===== src/rtl/multiword_add_sequencer.sv =====
// ============================================================================
//  Module      : multiword_add_sequencer
//  Description : Steps an external 4-bit adder slice across WORDS nibbles to
//                form a 4*WORDS-bit add/subtract, least significant first.
//  Revision    : 1.0  initial release
// ============================================================================
`default_nettype none

module multiword_add_sequencer #(
  parameter int WORDS = 4
) (
  input  logic                 clk,
  input  logic                 reset,
  input  logic                 start,
  input  logic                 sub,
  input  logic [4*WORDS-1:0]   a_in,
  input  logic [4*WORDS-1:0]   b_in,
  output logic                 busy,
  output logic                 done,
  output logic [4*WORDS-1:0]   sum,
  output logic                 cout,
  output logic                 ovf,
  output logic [3:0]           add_a,
  output logic [3:0]           add_b,
  output logic                 add_cin,
  input  logic [3:0]           add_s,
  input  logic                 add_cout
);

  localparam int N  = 4 * WORDS;
  localparam int IW = $clog2(WORDS);
  localparam logic [IW-1:0] LAST_IDX = IW'(WORDS - 1);

  typedef enum logic [1:0] {
    S_IDLE = 2'd0,
    S_RUN  = 2'd1,
    S_DONE = 2'd2
  } state_t;

  state_t          state_q, state_d;
  logic [IW-1:0]   idx_q, idx_d;
  logic            carry_q, carry_d;
  logic [N-1:0]    a_q, a_d;
  logic [N-1:0]    b_q, b_d;
  logic [N-1:0]    sum_q, sum_d;
  logic            cout_q, cout_d;
  logic            ovf_q, ovf_d;
  logic [IW+1:0]   w_bit_pos;

  assign w_bit_pos = {idx_q, 2'b00};

  always_ff @(posedge clk) begin
    if (reset) begin
      state_q <= S_IDLE;
      idx_q   <= '0;
      carry_q <= 1'b0;
      a_q     <= '0;
      b_q     <= '0;
      sum_q   <= '0;
      cout_q  <= 1'b0;
      ovf_q   <= 1'b0;
    end else begin
      state_q <= state_d;
      idx_q   <= idx_d;
      carry_q <= carry_d;
      a_q     <= a_d;
      b_q     <= b_d;
      sum_q   <= sum_d;
      cout_q  <= cout_d;
      ovf_q   <= ovf_d;
    end
  end

  always_comb begin
    state_d = state_q;
    idx_d   = idx_q;
    carry_d = carry_q;
    a_d     = a_q;
    b_d     = b_q;
    sum_d   = sum_q;
    cout_d  = cout_q;
    ovf_d   = ovf_q;
    add_a   = 4'h0;
    add_b   = 4'h0;
    add_cin = 1'b0;
    case (state_q)
      S_IDLE: begin
        if (start) begin
          // Subtraction is A + ~B + 1: invert B once here and seed the carry.
          a_d     = a_in;
          b_d     = sub ? ~b_in : b_in;
          carry_d = sub;
          idx_d   = '0;
          state_d = S_RUN;
        end
      end
      S_RUN: begin
        add_a   = a_q[w_bit_pos +: 4];
        add_b   = b_q[w_bit_pos +: 4];
        add_cin = carry_q;
        sum_d[w_bit_pos +: 4] = add_s;
        carry_d = add_cout;
        if (idx_q == LAST_IDX) begin
          cout_d  = add_cout;
          ovf_d   = (a_q[N-1] == b_q[N-1]) && (add_s[3] != a_q[N-1]);
          state_d = S_DONE;
        end else begin
          idx_d = idx_q + 1'b1;
        end
      end
      S_DONE: begin
        state_d = S_IDLE;
      end
      default: begin
        state_d = S_IDLE;
      end
    endcase
  end

  assign busy = (state_q != S_IDLE);
  assign done = (state_q == S_DONE);
  assign sum  = sum_q;
  assign cout = cout_q;
  assign ovf  = ovf_q;

endmodule

`default_nettype wire

===== config.mk =====
export PLATFORM = sky130hd
export DESIGN_NAME = multiword_add_sequencer
export DESIGN_NICKNAME = d
export VERILOG_FILES = /design/src/rtl/multiword_add_sequencer.sv
export SDC_FILE = /design/constraint.sdc
export NUM_CORES = 1
export LEC_CHECK = 0
export ABC_CLOCK_PERIOD_IN_PS = 2200
export BUFFER_PORTS_ARGS = -buffer_cell sky130_fd_sc_hd__clkbuf_2
export CAP_MARGIN = 20
export CORE_MARGIN = 3
export CORE_UTILIZATION = 52
export CTS_CLUSTER_SIZE = 25
export DETAILED_ROUTE_END_ITERATION = 7
export PLACE_DENSITY = 0.9
export SLEW_MARGIN = 25
export SYNTH_ARGS = -nofsm -noshare
export SYNTH_HDL_FRONTEND = slang
export SYNTH_SLANG_ARGS = --single-unit
export TNS_END_PERCENT = 100

===== constraint.sdc =====
create_clock -name clk -period 2.2 [get_ports clk]
set_clock_uncertainty 0.1 [all_clocks]
set_input_delay 0.11 -clock clk [delete_from_list [all_inputs] [get_ports clk]]
set_output_delay 0.11 -clock clk [all_outputs]
set_load 0.1 [all_outputs]

==> Word-level counts from Yosys, hierarchy flattened <==
Cells that the tools add are included.
{ "op_classes": {"n_reduce_logical": 9, "eq_ne": 8, "n_shift": 4, "bitwise_logic": 1, "mux": 13, "addsub": 2} }
{ "ops": {"columns": ["operator", "count"], "rows": [
  ["$shiftx A16 B5 Y4", 2],
  ["$bwmux W16", 1],
  ["$mux W16", 1],
  ["$not A16 Y16", 1],
  ["$shift A4 B6 Y16 const A", 1],
  ["$shiftx A4 B6 Y16", 1],
  ["$mux W2", 4],
  ["$mux W4", 2],
  ["$pmux W2 S2", 2],
  ["$reduce_and A2 Y1", 4],
  ["$ne A2 B2 Y1 const B", 3],
  ["$neg A4 Y6", 1],
  ["$eq A2 B2 Y1 const B", 2],
  ["$reduce_bool A2 Y1", 2],
  ["$reduce_and A3 Y1", 1],
  ["$add A2 B1 Y2 const B", 1],
  ["$eq A2 B1 Y1 const B", 1],
  ["$logic_not A2 Y1", 1],
  ["$mux W1", 2],
  ["$pmux W1 S2", 1],
  ["$eq A1 B1 Y1", 1],
  ["$logic_and A1 B1 Y1", 1],
  ["$ne A1 B1 Y1", 1]
]} }
{ "totals": {"ff_bits": 55} }

==> Logic depth before layout (Yosys ltp) <==
{ "depth": {"ltp_word": 3, "depth_mapped": 7, "ltp_nobuf": 5} }

==> Worst setup path before layout <==
OpenSTA, ideal clock, no wires.
{ "synth_timing": {"path_kind": "register to output", "start": "reg state_q[1]", "end": "out done", "required_ns": 1.990, "path_stages_with_launch": 2, "setup_slack_ns": 0.228, "arrival_ns": 1.762, "cell_sequence": "dfxtp_1 > nor2b_1"} }
{ "synth_via": {"elab_chain_cells": 1} }
{ "synth_lines": {"columns": ["item", "line_no", "rtl"], "rows": [
  ["start: declaration", "40", "state_t state_q, state_d;"],
  ["start signal: assignment", "63", "state_q <= state_d;"],
  ["$eq A2 B2 Y1", "121", "assign done = (state_q == S_DONE);"],
  ["end: declaration", "19", "output logic done,"]
]} }
Every way passes these cells.

==> Worst setup path after layout <==
{ "layout_timing": {"start": "reg idx_q[0]", "end": "out add_b[2]"} }
{ "layout_via": {"elab_chain_cells": 2} }
{ "layout_lines": {"columns": ["item", "line_no", "rtl"], "rows": [
  ["start: declaration", "41", "logic [IW-1:0] idx_q, idx_d;"],
  ["start signal: assignment", "64", "idx_q <= idx_d;"],
  ["$shiftx A16 B5 Y4", "99", "add_b = b_q[w_bit_pos +: 4];"],
  ["$mux W4", "86", "case (state_q)"],
  ["end: declaration", "24", "output logic [3:0] add_b,"]
]} }
Every way passes these cells.

==> impl_metrics.prom <==
# TYPE chip_impl_metric gauge
chip_impl_info{name="status",value="completed"} 1
chip_impl_metric{name="irDropWorstVdd",unit="mV"} 0.318
chip_impl_metric{name="final_layout_size_suffix_gt1_share",unit="%"} 26.7
chip_impl_info{name="top_signal_layer_used",value="met4"} 1
chip_impl_metric{name="yosysWarningCount",unit=""} 0
chip_impl_info{name="min_path_type",value="input port to register"} 1
chip_impl_metric{name="drc",unit=""} 0
chip_impl_metric{name="vias_per_cell",unit=""} 5.65
chip_impl_metric{name="largest_fanout_on_the_critical_path",unit=""} 11
chip_impl_metric{name="timing_hold_violations_final",unit=""} 0
chip_impl_metric{name="fin_setup_tns",unit="ps"} 0
chip_impl_metric{name="utilization",unit="%"} 74.8
chip_impl_info{name="grt_setup_unrepaired",value="no"} 1
chip_impl_metric{name="max-clock-path-buffers",unit=""} 2
chip_impl_metric{name="std_cell_rows",unit=""} 24
chip_impl_metric{name="placement.setup.worst_slack",unit="ps"} 281
chip_impl_info{name="end_kind",value="output pin"} 1
chip_impl_metric{name="y_dimension_of_the_die",unit="um"} 75.5
chip_impl_metric{name="totalWireLength",unit="mm"} 6.61
chip_impl_metric{name="grt-ovfl-total",unit=""} 0
chip_impl_metric{name="design.portCount",unit=""} 70
chip_impl_info{name="critPathLaunchType",value="register"} 1
chip_impl_metric{name="fin_nets",unit=""} 405
chip_impl_metric{name="grt_antenna_before_repair",unit=""} 0
chip_impl_info{name="cts.root.buffer_cell",value="clkbuf_8"} 1
chip_impl_info{name="critical_path.reg2reg.endpoint",value="sum[14]"} 1
chip_impl_metric{name="power.share.sequential",unit="%"} 51.5
chip_impl_metric{name="antennaDiodeCount",unit=""} 0
chip_impl_metric{name="worst_skew_pair.late_latency",unit="ps"} 310
chip_impl_metric{name="post-cts-setup-buffers",unit=""} 0
chip_impl_metric{name="grt_max_degree",unit=""} 50
chip_impl_metric{name="floorplan.initialDensity",unit="%"} 55.7
chip_impl_metric{name="postRouteAntennaNets",unit=""} 0
chip_impl_metric{name="power_density",unit="nW/um^2"} 627
chip_impl_metric{name="reg2reg_depth",unit=""} 5
chip_impl_metric{name="period_share",unit="%"} 93.4
chip_impl_metric{name="postSynthRegisterBits",unit=""} 55
chip_impl_metric{name="synthesis.area_per_instance",unit="um^2"} 9.40
chip_impl_metric{name="wire_per_inst",unit="um"} 16.1
chip_impl_metric{name="worstPathRequired",unit="ps"} 1990
chip_impl_metric{name="shortest_clock_period_the_worst_path_allows_after_layout",unit="ps"} 2060
chip_impl_metric{name="met3WireLength",unit="um"} 415
chip_impl_metric{name="wl_met2",unit="mm"} 3.37
chip_impl_metric{name="place.detailed.hpwl",unit="mm"} 4.45
chip_impl_metric{name="tritoncts.num_buffers",unit=""} 5
chip_impl_metric{name="fp.coreArea",unit="um^2"} 4500
chip_impl_metric{name="port_buffers",unit=""} 69
chip_impl_metric{name="drtPass1Iterations",unit=""} 4
chip_impl_metric{name="intPower",unit="W"} 0.00148
chip_impl_metric{name="final-max-slew-violation-count",unit=""} 0
chip_impl_metric{name="power.combinational.fraction",unit="%"} 23.2
chip_impl_metric{name="transition_time_at_the_pin_with_the_least_slew_margin",unit="ps"} 658
chip_impl_metric{name="die_footprint",unit="um^2"} 5690
chip_impl_metric{name="fmax",unit="MHz"} 487
chip_impl_metric{name="first_iter_violations",unit=""} 110
chip_impl_metric{name="total_nets_after_synthesis",unit=""} 314
chip_impl_metric{name="worst_setup_hold_path_clk_slew",unit="ps"} 90
chip_impl_metric{name="synthToLayoutAreaGrowth",unit="%"} 34.2
chip_impl_metric{name="drv.max_cap_violation_count",unit=""} 0
chip_impl_info{name="crit_start",value="idx_q[0]"} 1
chip_impl_metric{name="worst-r2r-setup-slack",unit="ps"} 310
chip_impl_info{name="cp-endpoint",value="add_b[2]"} 1
chip_impl_metric{name="detailroute.via_count",unit=""} 2322
chip_impl_metric{name="synth.lib_cells_used.distinct",unit=""} 38
chip_impl_metric{name="synth_area",unit="um^2"} 2510
chip_impl_info{name="hp-start",value="b_in[10]"} 1
chip_impl_metric{name="cellLeakagePower",unit="nW"} 1.36
chip_impl_info{name="critical_path.reg2reg.startpoint",value="idx_q[0]"} 1
chip_impl_metric{name="crit_arrival",unit="ps"} 1850
chip_impl_metric{name="synth-seq-area-share",unit="%"} 43.9
chip_impl_metric{name="pwr-share-clk",unit="%"} 25.3
chip_impl_info{name="timing_worst_setup_path_type",value="register to output pin"} 1
chip_impl_metric{name="max-slew-margin-rel",unit="%"} 56.1
chip_impl_metric{name="dieWidth",unit="um"} 75.5
chip_impl_metric{name="grt_pass1_vias",unit=""} 2321
chip_impl_metric{name="layout_setup_ws",unit="ps"} 145
chip_impl_metric{name="finalSetupViolCount",unit=""} 0
chip_impl_metric{name="grt_first_pass_wirelength",unit="mm"} 10.4
chip_impl_metric{name="synth_instances",unit=""} 267
chip_impl_metric{name="gp_congestion",unit=""} 0.813
chip_impl_metric{name="timing.hold.worst_path_depth",unit=""} 3
chip_impl_metric{name="met1_length",unit="mm"} 2.61
chip_impl_metric{name="grt_util_all_layers",unit="%"} 24.2
chip_impl_metric{name="clock_sinks",unit=""} 55
chip_impl_metric{name="net-switching-power",unit="W"} 0.000632
chip_impl_metric{name="power.switching_fraction",unit="%"} 29.9
chip_impl_info{name="clock_tree_from_tritoncts",value="yes"} 1
chip_impl_metric{name="htree_num_levels",unit=""} 2
-- cells by family (layout without fill, tap and decap cells) --
group           count (synthesis)  in the layout  synth area share [%]
xor+xnor                       16             16                  5.59
buf+inv                        24            116                  5.34
mux                             8              8                  7.18
flops                          55             55                  43.9
simple gates                   97             97                  19.4
compound gates                 61             61                  15.7
fa+ha+maj                       6              6                  2.99
-- state kept, by name, summed over array words and instances (netlist names) --
register,count
idx_q,2
ovf,1
cout,1
b_q,16
a_q,16
carry_q,1
sum,16
state_q,2
-- per-layer routing --
metal	track usage, %	up-vias
met1	28.0	1074
li1	-	1121
met2	41.6	102
met3	5.41	25
met4	12.8	0
met5	0	-
-- cell usage in the layout, fill, tap and decap left out, types with 3 or more instances in the layout --
master,n
clkbuf_2,60
dfxtp_1,53
nand2_1,41
a21oi_1,31
dlygate4sd3_1,29
nor2_1,19
xnor2_1,16
a211oi_1,16
and2_1,10
buf_12,9
mux4_2,8
nand4_1,8
ha_1,6
clkbuf_8,5
buf_4,5
inv_1,4
a22o_1,4
a32o_1,4
nor3_1,3
-- how the worst min path moves through the flow --
stage / end / slack [ps]
3_5_place_dp: a_q[0] / 240
2_1_floorplan: sum[10] / 140
5_1_grt: sum[8] / 20
3_3_place_gp: a_q[1] / 240
6_report: b_q[10] / 4
4_1_cts: sum[12] / 0.4
-- power by group through the flow --
| stage | registers [W] | clock network [W] | logic [W] |
|---|---|---|---|
| after global routing | 0.00109 | 0.000584 | 0.000526 |
| final | 0.00109 | 0.000533 | 0.000490 |
| after floorplan | 0.00113 | 0 | 0.000296 |
| after global placement | 0.00110 | 0 | 0.000427 |
| after CTS | 0.00109 | 0.000540 | 0.000485 |
| after detailed placement | 0.00111 | 0 | 0.000442 |
-- critical path: stages, from the launching register on --
cell and delay (ps):
dfxtp_2 420, buf_6 210, mux4_2 510, and2_1 210
buf_12 170
-- final cells by class --
class	instances	area [um^2]
fillers	305	1140
clock inverters	1	5.00
well taps	52	65.1
repair buffers	104	820
multi-input cells	188	1280
flip-flops and latches	55	1100
inverters	4	15.0
clock buffers	7	76.3
-- Yosys cell counts (all sizes together) --
cell     count  area share (%)
dfxtp       55              44
nand2       41             6.1
a21oi       31             6.2
nor2        19             2.8
a211oi      16             4.8
xnor2       16             5.6
buf         14             3.7
and2        10             2.5
mux4         8             7.2
nand4        8             2.0
clkbuf       6             1.0
ha           6             3.0
a22o         4             1.4
a32o         4             1.6
inv          4            0.60
nor3         3            0.60
nand3        2            0.40
nand3b       2            0.60
nor2b        2            0.50
nor3b        2             1.0
o21ai        2            0.40
a311oi       1            0.35
and3         1            0.25
and3b        1            0.35
and4         1            0.35
nand2b       1            0.25
nor4b        1            0.60
nor4bb       1            0.40
o2111ai      1            0.35
o211ai       1            0.30
o31ai        1            0.30
or2          1            0.25
or3b         1            0.35
-- what timing repair did --
action | in CTS | in global routing
pin swaps | 0 | 0
resized for setup | 1 | 3
hold buffers | 29 | 0
endpoints found under the hold margin | 29 | 0
endpoints found under the setup margin | 4 | 7
-- stage by stage --
stage	power, W	cells	area (um^2)	hold slack [ps]
2_1_floorplan	0.00142	267	2510	143
3_3_place_gp	0.00153	374	2990	244
3_5_place_dp	0.00155	374	2990	241
4_1_cts	0.00211	411	3360	0.420
5_1_grt	0.00220	411	3370	15.2
6_report	0.00211	411	3370	3.56
(Power assumes the default switching activity.)
